**config.mk**
```make
export PLATFORM = sky130hd
export DESIGN_NAME = add_sum_accum
export DESIGN_NICKNAME = d
export VERILOG_FILES = /design/src/rtl/add_sum_accum.sv
export SDC_FILE = /design/constraint.sdc
export NUM_CORES = 1
export LEC_CHECK = 0
export ABC_AREA = 1
export ABC_CLOCK_PERIOD_IN_PS = 2300
export CORE_AREA = 2 2 104 106
export CTS_BUF_LIST = sky130_fd_sc_hd__clkbuf_4
export CTS_CLUSTER_DIAMETER = 60
export DETAILED_ROUTE_END_ITERATION = 8
export DIE_AREA = 0 0 106 108
export PLACE_DENSITY = 0.59
export SYNTH_ARGS = -nofsm -noshare
export SYNTH_HDL_FRONTEND = slang
export SYNTH_SLANG_ARGS = --single-unit
```
**constraint.sdc**
```tcl
create_clock -name clk -period 2.3 [get_ports clk]
set_clock_uncertainty 0.15 [all_clocks]
set_input_delay 0.46 -clock clk [delete_from_list [all_inputs] [get_ports clk]]
set_output_delay 0.46 -clock clk [all_outputs]
set_load 0.01 [all_outputs]
```
**src/rtl/add_sum_accum.sv**
```systemverilog
// add_sum_accum: re-aligns an operand-valid strobe to a pipelined adder's sum, accumulates
// COUNT sums per block and offers each block total through a one-entry valid/ready slot.
module add_sum_accum #(
    parameter int WIDTH     = 16,
    parameter int ACC_WIDTH = 24,
    parameter int LAT       = 1,
    parameter int COUNT     = 8
) (
    input  logic                 clk,
    input  logic                 rst,
    input  logic                 in_valid,
    input  logic [WIDTH-1:0]     sum,
    output logic [ACC_WIDTH-1:0] acc_out,
    output logic                 acc_ovf,
    output logic                 acc_valid,
    input  logic                 acc_ready,
    output logic                 overrun
);
    localparam int CW  = (COUNT > 1) ? $clog2(COUNT) : 1;
    localparam int AW1 = ACC_WIDTH + 1;
    localparam logic [CW-1:0] LAST = CW'(COUNT - 1);

    typedef enum logic {EMPTY, FULL} slot_t;
    slot_t state, state_next;

    logic [LAT-1:0]       valid_pipe;
    logic [ACC_WIDTH-1:0] acc;
    logic                 acc_ovf_run;
    logic [CW-1:0]        count;
    logic                 sample_valid;
    logic                 complete;
    logic                 load;
    logic                 drop;
    logic [AW1-1:0]       add_full;
    logic [ACC_WIDTH-1:0] total;
    logic                 total_ovf;

    assign sample_valid = valid_pipe[LAT-1];
    assign complete     = sample_valid && (count == LAST);
    assign acc_valid    = (state == FULL);

    // sum is only consumed under sample_valid, so an undriven bus never reaches state.
    always_comb begin
        add_full  = {1'b0, acc} + AW1'(sum);
        total     = add_full[ACC_WIDTH-1:0];
        total_ovf = acc_ovf_run | add_full[ACC_WIDTH];
    end

    always_ff @(posedge clk) begin
        if (rst) begin
            valid_pipe <= '0;
        end else begin
            valid_pipe[0] <= in_valid;
            for (int i = 1; i < LAT; i++) begin
                valid_pipe[i] <= valid_pipe[i-1];
            end
        end
    end

    // Blocks are gapless: the completing sample clears the running state on the same edge.
    always_ff @(posedge clk) begin
        if (rst) begin
            acc         <= '0;
            acc_ovf_run <= 1'b0;
            count       <= '0;
        end else if (sample_valid) begin
            if (complete) begin
                acc         <= '0;
                acc_ovf_run <= 1'b0;
                count       <= '0;
            end else begin
                acc         <= total;
                acc_ovf_run <= total_ovf;
                count       <= count + 1'b1;
            end
        end
    end

    always_comb begin
        state_next = state;
        load       = 1'b0;
        drop       = 1'b0;
        case (state)
            EMPTY: begin
                if (complete) begin
                    state_next = FULL;
                    load       = 1'b1;
                end
            end
            FULL: begin
                if (acc_ready) begin
                    if (complete) begin
                        load = 1'b1;
                    end else begin
                        state_next = EMPTY;
                    end
                end else if (complete) begin
                    drop = 1'b1;
                end
            end
            default: state_next = EMPTY;
        endcase
    end

    always_ff @(posedge clk) begin
        if (rst) begin
            state   <= EMPTY;
            acc_out <= '0;
            acc_ovf <= 1'b0;
            overrun <= 1'b0;
        end else begin
            state <= state_next;
            if (load) begin
                acc_out <= total;
                acc_ovf <= total_ovf;
            end
            if (drop) begin
                overrun <= 1'b1;
            end
        end
    end

endmodule

```
Yosys cells after proc, flatten, opt, wreduce, memory -nomap -nowiden
Index checks and enable logic that the tools add are counted.
{"block": "word_totals", "elab_cells": 24, "register_bits": 56, "out_inout_bits": 27}
{"block": "op_classes", "muxes": 10, "n_eq_ne": 1, "n_reduce_logical": 1, "bitwise_logic": 2, "n_addsub": 2}
{"op": "24-bit by 16-bit adder with 25-bit output", "count": 1}
{"op": "24-bit two-way mux", "count": 1}
{"op": "1-bit two-way mux", "count": 6}
{"op": "1-bit case mux with 2 select lines", "count": 2}
{"op": "3-bit by 1-bit adder with 3-bit output, second input constant", "count": 1}
{"op": "3-bit equality test, second input constant", "count": 1}
{"op": "3-bit two-way mux", "count": 1}
{"op": "1-bit logical AND", "count": 1}
{"op": "1-bit inverter", "count": 1}
{"op": "1-bit bitwise OR", "count": 1}

Longest topological paths before layout
Gate-level depths: netlist of the first run.
{"block": "depth", "depth_word": 5, "depth_mapped": 14, "mapped_depth_nobuf": 14}

Worst setup path before layout of the first run
Ideal clock, no wire load.
{"block": "synth_timing", "path_kind": "in2reg", "startpoint": "input port sum[0]", "endpoint": "register acc_ovf", "path_stages": 14, "n_path_buf": 0, "arrival_time_ps": 1870, "setup_slack_ps": 171, "cell_sequence": "ha_1 fa_1 nand2_1 nand2_1 nand3_1 nand2_1 nand2_1 nand2_2 nand2_2 nor2_2 nor2_1 nand2_1 nand2_1 inv_1"}
{"block": "synth_between", "elab_chain_len": 2}
{"item": "start: declaration", "line_no": "12", "text": "input logic [WIDTH-1:0] sum,"}
{"item": "24-bit by 16-bit adder with 25-bit output", "line_no": "44", "text": "add_full = {1'b0, acc} + AW1'(sum);"}
{"item": "1-bit bitwise OR", "line_no": "46", "text": "total_ovf = acc_ovf_run | add_full[ACC_WIDTH];"}
{"item": "end signal: assignment", "line_no": "115", "text": "acc_ovf <= total_ovf;"}
{"item": "end: declaration", "line_no": "14", "text": "output logic acc_ovf,"}
Every way passes these cells.
A chain may end at the register's enable or synchronous reset.

Worst setup path after layout of the first run
{"block": "layout_timing", "startpoint": "input port sum[9]", "endpoint": "register acc_out[18]"}
{"block": "layout_between", "elab_chain_len": 1}
{"item": "24-bit by 16-bit adder with 25-bit output", "line_no": "44"}
{"item": "end signal: assignment", "line_no": "114", "text": "acc_out <= total;"}
{"item": "end: declaration", "line_no": "13", "text": "output logic [ACC_WIDTH-1:0] acc_out,"}
Every way passes these cells.

==> reports/results.tsv, run 1 <==
metric	value	unit
register area share after synthesis	0.317	
Die X	106	um
Sink Count	56	
routed vias	3582	
cell taking the most area after synthesis	dfxtp_1	
maximum number of pins on one net before global-route repair	42	
DIE HEIGHT	108	um
count of flip-flops with a built-in enable after synthesis	0	
vias per cell	4.59	
cts repair resizes	0	
Port Buffers	46	
Synth Net Count	615	
root buf cell	clkbuf_4	
final hold slack	0.333	ns
Final setup viols	0	
DR WL/cell	11.9	um
share of cells above drive strength 1	0.0901	
H-tree levels	2	
M3 GR Usage	0.0175	
fin area	4430	sq um
Synth Warn #	0	
worst reg2reg setup slack	0.29	ns
CTS tree	yes	
final WL	9300	um
WP data arrival	2.32	ns
router iterations before antenna repair	4	
Nets	682	
fmax	0.464	GHz
area share of the largest cell type after synthesis	0.317	
M2 GR Usage	0.275	
Post-CTS Hold Fix Bufs	0	
max cap viols	0	
dpl hpwl	7210	um
fin. max-slew vios	0	
post-synth cell types	28	
clock buffer depth	2	
DR iter-0 viols	262	
Static Leak	2.19	nW
CP Capture Type	flop	
M1 GR Usage	0.236	
CP Launch Type	input port	
Core Region	10200	sq um
Avg Inst Size Synth	6.13	sq um
vias in the first global route	3322	
Congestion Overflow GR	0	
CP endpoint	acc_out[18]	
first-pass GRT wire length	15600	um
Post-synth ARST share	0	
initial core utilization	0.345	
cell area after synthesis	3530	sq um
postcts setup bufs	0	
Min Clock Period, post-route	2.16	ns
Overall Global Routing Usage	0.168	
Routed Antenna Nets	0	
Main synth FF type	dfxtp_1	
FF-to-FF Start	acc[8]	
Slew @ Worst Pin	0.504	ns
gr busiest metal	met2	
CP startpoint	sum[9]	
final setup TNS	0	ns
initial antenna violation count	1	
placed cell areas	4320	sq um
Filler Cells Inserted	1076	
Worst IR Drop VDD	0.276	mV
Final period util	0.937	
synthesis-stage register bit count	56	
Die ar.	11400	sq um
Inserted Clock Buffers	5	
final hold violations	0	
Ports	47	
top post-synthesis cells by area	dfxtp_1 (32%), nand2_1 (21%), inv_1 (9.2%), nor2_1 (7.1%), ha_1 (6.4%)	
Rows	37	
CP Max Fanout	4	
status	complete, no violations	
Setup Crit Path Kind	input port to flop	
Area growth syn-to-layout	25.4	%
worst endpoint required time	2.46	ns
Worst R2R Path Depth	12	
Cell Pwr Density	471	nW/um^2
Min-Delay Path Class	flop to flop	
cell with the most instances after synthesis	nand2_1	
clk slew on worst S/H paths	0.17	ns
Slew headroom	0.663	
Commonest cells post-synth	nand2_1 (193), inv_1 (87), nor2_1 (67), dfxtp_1 (56), a21oi_1 (35)	
DRC Markers	0	
RR Endpoint	acc_out[18]	
Worst-Skew Late Latency	0.40	ns
synthesized instance count	576	
Final GP Congestion	0.923	
## routing by layer
metal	up-vias	wire length, um
met3	11	512
li1	1910	-
met5	-	0
met4	0	152
met1	1590	4510
met2	71	4130
## metrics by stage
stage / utilization / power (mW) / setup slack (ns) / instances
after detailed placement: 0.422 / 1.51 / -0.354 / 772
after global placement: 0.422 / 1.51 / -0.317 / 772
after global routing: 0.433 / 2.21 / -0.00104 / 781
after floorplan: - / 1.31 / 0.171 / 576
final: 0.433 / 2.09 / 0.144 / 781
after CTS: 0.430 / 2.10 / 0.0706 / 780
## cell type report
type,instances,area (sq um),share of cell area
antenna,1,2.50,0.000565
sequential,56,1120,0.253
multi-input combinational,416,2030,0.459
clock buffer,5,37.5,0.00847
clock inverter,3,46.3,0.0104
timing repair buffer,74,683,0.154
tap,136,170,0.0384
inverter,90,338,0.0762
## worst min-delay path by stage
stage                  start        to  slack, ns  depth (start not counted)
global route         acc[13]   acc[13]       0.35                          2
CTS                   acc[0]    acc[0]       0.34                          2
finish                acc[0]    acc[0]       0.33                          2
detailed placement   overrun   overrun       0.31                          2
global placement    count[2]  count[2]       0.31                          2
floorplan             acc[0]    acc[0]       0.30                          2
## registers in the layout (all words and copies together) (netlist names)
name,count
acc_ovf,1
acc_valid,1
sample_valid,1
acc_ovf_run,1
overrun,1
count,3
acc_out,24
acc,24
## critical path: stages
cell,delay (ns)
clkdlybuf4s50_1,0.44
ha_1,0.37
nand2_1,0.11
nor2_2,0.21
nand3_1,0.10
nand3_1,0.15
nand2_1,0.12
nand2_1,0.08
nand2_1,0.06
nand2_1,0.07
nand2_1,0.05
nand2_1,0.05
inv_1,0.03
## cells in the final DEF, fill, tap and decap left out, types with 2 or more instances in the layout
| cell type | synthesis | routed |
|---|---|---|
| inv_2 | 2 | 2 |
| clkbuf_4 | 0 | 5 |
| xor2_1 | 6 | 6 |
| o211ai_1 | 2 | 2 |
| nor2_1 | 67 | 66 |
| nand3_2 | 1 | 2 |
| nand3b_1 | 5 | 5 |
| xnor2_1 | 2 | 2 |
| clkdlybuf4s50_1 | 0 | 46 |
| inv_1 | 87 | 87 |
| nor2_2 | 6 | 7 |
| o21ai_0 | 17 | 17 |
| a21oi_1 | 35 | 34 |
| or2_1 | 3 | 3 |
| nand3_1 | 34 | 33 |
| a21o_1 | 5 | 5 |
| nand4_1 | 5 | 5 |
| buf_4 | 0 | 27 |
| nand2_2 | 7 | 7 |
| nor3_1 | 6 | 6 |
| nand2_1 | 193 | 193 |
| dfxtp_1 | 56 | 56 |
| ha_1 | 18 | 17 |
## kinds of logic after synthesis
logic type | synth area share
xor gates and xnor gates | 0.0198
DFF | 0.317
adders and majority gates | 0.0694
AOI/OAI and AO/OA | 0.0921
and+or+nand+nor | 0.387
buffers and inverters | 0.115
## power by group
group / switching, mW / internal, mW / total, mW
clock network: 0.356 / 0.233 / 0.589
logic: 0.281 / 0.206 / 0.487
registers: 0.0175 / 0.996 / 1.01
Note: power is estimated with default switching activity, not from simulation.
==> inputs of run 2 (changes only) <==
--- a/config.mk
+++ b/config.mk
@@ -16,3 +16,4 @@
 export SYNTH_ARGS = -nofsm -noshare
 export SYNTH_HDL_FRONTEND = slang
 export SYNTH_SLANG_ARGS = --single-unit
+export TNS_END_PERCENT = 50
==> reports/results.tsv, run 2 (same netlist as run 1, synthesis figures left out) <==
metric	value	unit
multi-input combinational cell area	2020	sq um
initial core utilization	0.345	
Static Leak	2.19	nW
Die X	106	um
Sink Count	56	
Worst path top cell family by delay	simple AND/OR/NAND/NOR gates	
maximum number of pins on one net before global-route repair	42	
Die ar.	11400	sq um
Core Region	10200	sq um
Top Registers	acc x24, acc_out x24, count x3	
fin. max-slew vios	0	
dpl hpwl	7210	um
DR WL/cell	11.9	um
Routed Antenna Nets	0	
slowest cell delay on critical path	0.44	ns
root buf cell	clkbuf_4	
DR iter-0 viols	260	
worst endpoint required time	2.46	ns
CP Capture Type	flop	
final worst setup slack	0.144	ns
worst slack, placed	-0.354	ns
Rows	37	
Final period util	0.937	
most frequent cells in the layout	nand2_1 (193), inv_1 (87), nor2_1 (66)	
status	complete, no violations	
Filler Cells Inserted	1078	
Crit. path cell count	13	
hold_sp	acc[0]	
Ports	47	
H-tree levels	2	
router iterations before antenna repair	4	
Cell Pwr Density	472	nW/um^2
FF/Latch Area	1120	sq um
Slew headroom	0.663	
Slew @ Worst Pin	0.506	ns
Min-Delay Endpoint	acc[0]	
worst reg2reg setup slack	0.29	ns
most common cell after layout, fill and taps aside	nand2_1	
most used cell, CP	nand2_1	
Worst-Skew Late Latency	0.40	ns
FF-to-FF Start	acc[8]	
vias per cell	4.59	
first-pass GRT wire length	15600	um
crit path buf inv count	2	
Worst R2R Path Depth	12	
final hold violations	0	
max cap viols	0	
share of cells above drive strength 1	0.0885	
Setup Crit Path Kind	input port to flop	
Area growth syn-to-layout	25.1	%
Port Buffers	46	
Congestion Overflow GR	0	
Final setup viols	0	
Nets	682	
Overall Global Routing Usage	0.168	
CP Max Fanout	4	
Inserted Clock Buffers	5	
Worst IR Drop VDD	0.276	mV
fmax	0.464	GHz
DIE HEIGHT	108	um
final hold slack	0.333	ns
Min-Delay Path Class	flop to flop	
initial antenna violation count	1	
routed vias	3583	
Min Clock Period, post-route	2.16	ns
CTS tree	yes	
Slowest-stage cell, CP	clkdlybuf4s50_1	
RSZ-0062 raised after global routing	yes	
CP Launch Type	input port	
Final GP Congestion	0.923	
WP data arrival	2.32	ns
crit-path cells	clkdlybuf4s50_1 -> ha_1 -> nand2_1 -> nor2_2 -> nand3_1 -> nand3_1 -> nand2_1 -> nand2_1 -> nand2_1 -> nand2_1 -> nand2_1 -> nand2_1 -> inv_1	
clk slew on worst S/H paths	0.17	ns
RR Endpoint	acc_out[18]	
vias in the first global route	3322	
final WL	9290	um
hold path cells	2	
clock buffer depth	2	
DRC Markers	0	
run 2: cell counts in the layout (fill, tap and decap cells not counted):
Identical to the previous run, type by type.
run 2: repair_timing:
action,in CTS,in global routing
gates resized for setup,0,4
hold buffers,0,0
setup buffers,0,0
setup endpoints to repair,0,7
run 2: where the power goes:
part           switching (mW)  total (mW)  internal [mW]  leakage, nW
Clock                   0.356       0.589          0.233       0.0418
Combinational           0.280       0.483          0.203         1.70
Sequential             0.0170        1.01          0.996        0.454
run 2: final cells by class:
class / instances / share of cell area
Antenna cell: 1 / 0.000566
Clock buffer: 5 / 0.00849
Sequential cell: 56 / 0.254
Inverter: 90 / 0.0764
Clock inverter: 3 / 0.0105
Timing Repair Buffer: 74 / 0.155
Tap cell: 136 / 0.0385
Multi-Input combinational cell: 416 / 0.457
run 2: worst min-delay path, cell delays in order, from the launching register on:
cell and delay (ns):
dfxtp_1 0.35, nand2_1 0.06, a21oi_1 0.05
run 2: per-stage QoR:
stage	instance area (sq um)	total power, mW	instances	setup TNS (ns)	utilization
detailed placement	4320	1.51	772	-8.90	0.422
finish	4420	2.09	781	0	0.432
floorplan	3530	1.31	576	0	-
global placement	4320	1.51	772	-7.53	0.422
CTS	4400	2.10	780	0	0.430
global route	4420	2.21	781	-0.00313	0.432
run 2: worst max path at each step:
stage          startpoint          end  slack, ns
2_1_floorplan      sum[0]      acc_ovf       0.17
3_3_place_gp       sum[0]      acc_ovf      -0.32
3_5_place_dp       sum[0]      acc_ovf      -0.35
4_1_cts            sum[0]      acc_ovf       0.07
5_1_grt            sum[3]  acc_out[17]     -0.002
6_report           sum[9]  acc_out[18]       0.14
run 2: routing by layer:
metal	global-route usage	vias to the layer above	wire length, um
li1	-	1910	-
met1	0.236	1586	4490
met2	0.275	76	4120
met3	0.0175	11	534
met4	0.0489	0	152
met5	0	-	0
==> inputs of run 3 (changes only) <==
--- a/config.mk
+++ b/config.mk
@@ -6,13 +6,13 @@
 export NUM_CORES = 1
 export LEC_CHECK = 0
 export ABC_AREA = 1
-export ABC_CLOCK_PERIOD_IN_PS = 2300
+export ABC_CLOCK_PERIOD_IN_PS = 2700
 export CORE_AREA = 2 2 104 106
 export CTS_BUF_LIST = sky130_fd_sc_hd__clkbuf_4
 export CTS_CLUSTER_DIAMETER = 60
 export DETAILED_ROUTE_END_ITERATION = 8
 export DIE_AREA = 0 0 106 108
-export PLACE_DENSITY = 0.59
+export PLACE_DENSITY = 0.64
 export SYNTH_ARGS = -nofsm -noshare
 export SYNTH_HDL_FRONTEND = slang
 export SYNTH_SLANG_ARGS = --single-unit
==> constraint.sdc (replaced) <==
create_clock -name clk -period 2.7 [get_ports clk]
set_clock_uncertainty 0.15 [all_clocks]
set_input_delay 0.54 -clock clk [delete_from_list [all_inputs] [get_ports clk]]
set_output_delay 0.54 -clock clk [all_outputs]
set_load 0.01 [all_outputs]
==> reports/results.tsv, run 3 (same netlist as run 1, synthesis figures left out) <==
metric	value	unit
status	complete, no violations	
Top Registers	acc x24, acc_out x24, count x3	
WP data arrival	2.44	ns
final hold slack	0.332	ns
CP endpoint	acc_ovf	
Nets	666	
most frequent cells in the layout	nand2_1 (193), inv_1 (87), nor2_1 (67)	
share of cells above drive strength 1	0.0573	
Overall Global Routing Usage	0.169	
root buf cell	clkbuf_4	
CP Capture Type	flop	
cts repair resizes	0	
H-tree levels	2	
CP Launch Type	input port	
Port Buffers	46	
final hold violations	0	
Core Util, Final	0.415	
Slowest-stage cell, CP	clkdlybuf4s50_1	
vias in the first global route	3478	
Slew headroom	0.663	
first-pass GRT wire length	15600	um
Die ar.	11400	sq um
fin. max-slew vios	0	
Congestion Overflow GR	0	
crit-path cells	clkdlybuf4s50_1 -> ha_1 -> fa_1 -> nand2_1 -> nand2_1 -> nand3_1 -> nand2_1 -> nand2_1 -> nand2_2 -> nand2_2 -> nor2_2 -> nor2_1 -> nand2_1 -> nand2_1 -> inv_1	
DRC Markers	0	
DR iter-0 viols	220	
initial core utilization	0.345	
Worst R2R Path Depth	14	
Ports	47	
Min Clock Period, post-route	2.28	ns
Min-Delay Path Class	flop to flop	
Routed Antenna Nets	0	
Worst IR Drop VDD	0.248	mV
Post-CTS Hold Fix Bufs	0	
FF-to-FF Start	acc[0]	
Cell Pwr Density	380	nW/um^2
initial antenna violation count	1	
worst reg2reg setup slack	0.64	ns
Core Region	10200	sq um
Worst-Skew Late Latency	0.40	ns
max cap viols	0	
clk slew on worst S/H paths	0.18	ns
Final period util	0.844	
most used cell, CP	nand2_1	
Die X	106	um
CTS tree	yes	
CP Max Fanout	3	
RSZ-0062 raised after global routing	no	
Rows	37	
fmax	0.439	GHz
worst endpoint required time	2.86	ns
postcts setup bufs	0	
dpl hpwl	7110	um
router iterations before antenna repair	4	
most common cell after layout, fill and taps aside	nand2_1	
DIE HEIGHT	108	um
slowest cell delay on critical path	0.40	ns
Slew @ Worst Pin	0.504	ns
final setup TNS	0	ns
routed vias	3571	
Final setup viols	0	
Area growth syn-to-layout	20.1	%
Static Leak	2.10	nW
maximum number of pins on one net before global-route repair	29	
vias per cell	4.67	
final WL	9160	um
Final GP Congestion	0.942	
RR Endpoint	acc_ovf	
DR WL/cell	12.0	um
clock buffer depth	2	
Sink Count	56	
Inserted Clock Buffers	5	
Setup Crit Path Kind	input port to flop	
CP startpoint	sum[0]	
## run 3: worst max-delay path, delay by kind of cell
family,cells,cell delay [ns]
simple gates,11,0.86
fa+ha+maj,2,0.60
buf+inv,2,0.43
## run 3: final cells by class
type	count	area, sq um
timing repair buffer	58	551
inverter	90	338
multi-input combinational	416	2010
antenna	1	2.50
sequential	56	1120
clock inverter	3	17.5
clock buffer	5	37.5
tap	136	170
fill	1094	5990
## run 3: power by group
part,total [mW],switching (mW),internal (mW)
combinational,0.366,0.231,0.135
clock,0.386,0.284,0.102
sequential,0.863,0.0146,0.848
total,1.61,0.530,1.08
## run 3: how the worst min path moves through the flow
stage | startpoint | to | slack, ns | cells past startpoint
2_1_floorplan | acc[0] | acc[0] | 0.30 | 2
5_1_grt | acc[6] | acc[6] | 0.36 | 2
3_5_place_dp | acc[0] | acc[0] | 0.31 | 2
6_report | acc[11] | acc[11] | 0.33 | 2
4_1_cts | acc[0] | acc[0] | 0.33 | 2
3_3_place_gp | count[2] | count[2] | 0.31 | 2
## run 3: stage by stage
stage                     cell area (sq um)  power, mW  setup slack [ns]  instances
after global placement                 4190       1.24           0.00608        756
after floorplan                        3530       1.12             0.491        576
after global routing                   4240       1.71             0.229        765
after CTS                              4240       1.63             0.399        764
final                                  4240       1.61             0.420        765
after detailed placement               4190       1.24           -0.0186        756
## run 3: layer usage
metal,track usage,part of all wire,vias up
met1,0.229,0.50,1611
li1,-,-,1883
met2,0.282,0.45,64
met3,0.0199,0.030,13
met5,0,0,-
met4,0.0508,0.016,0
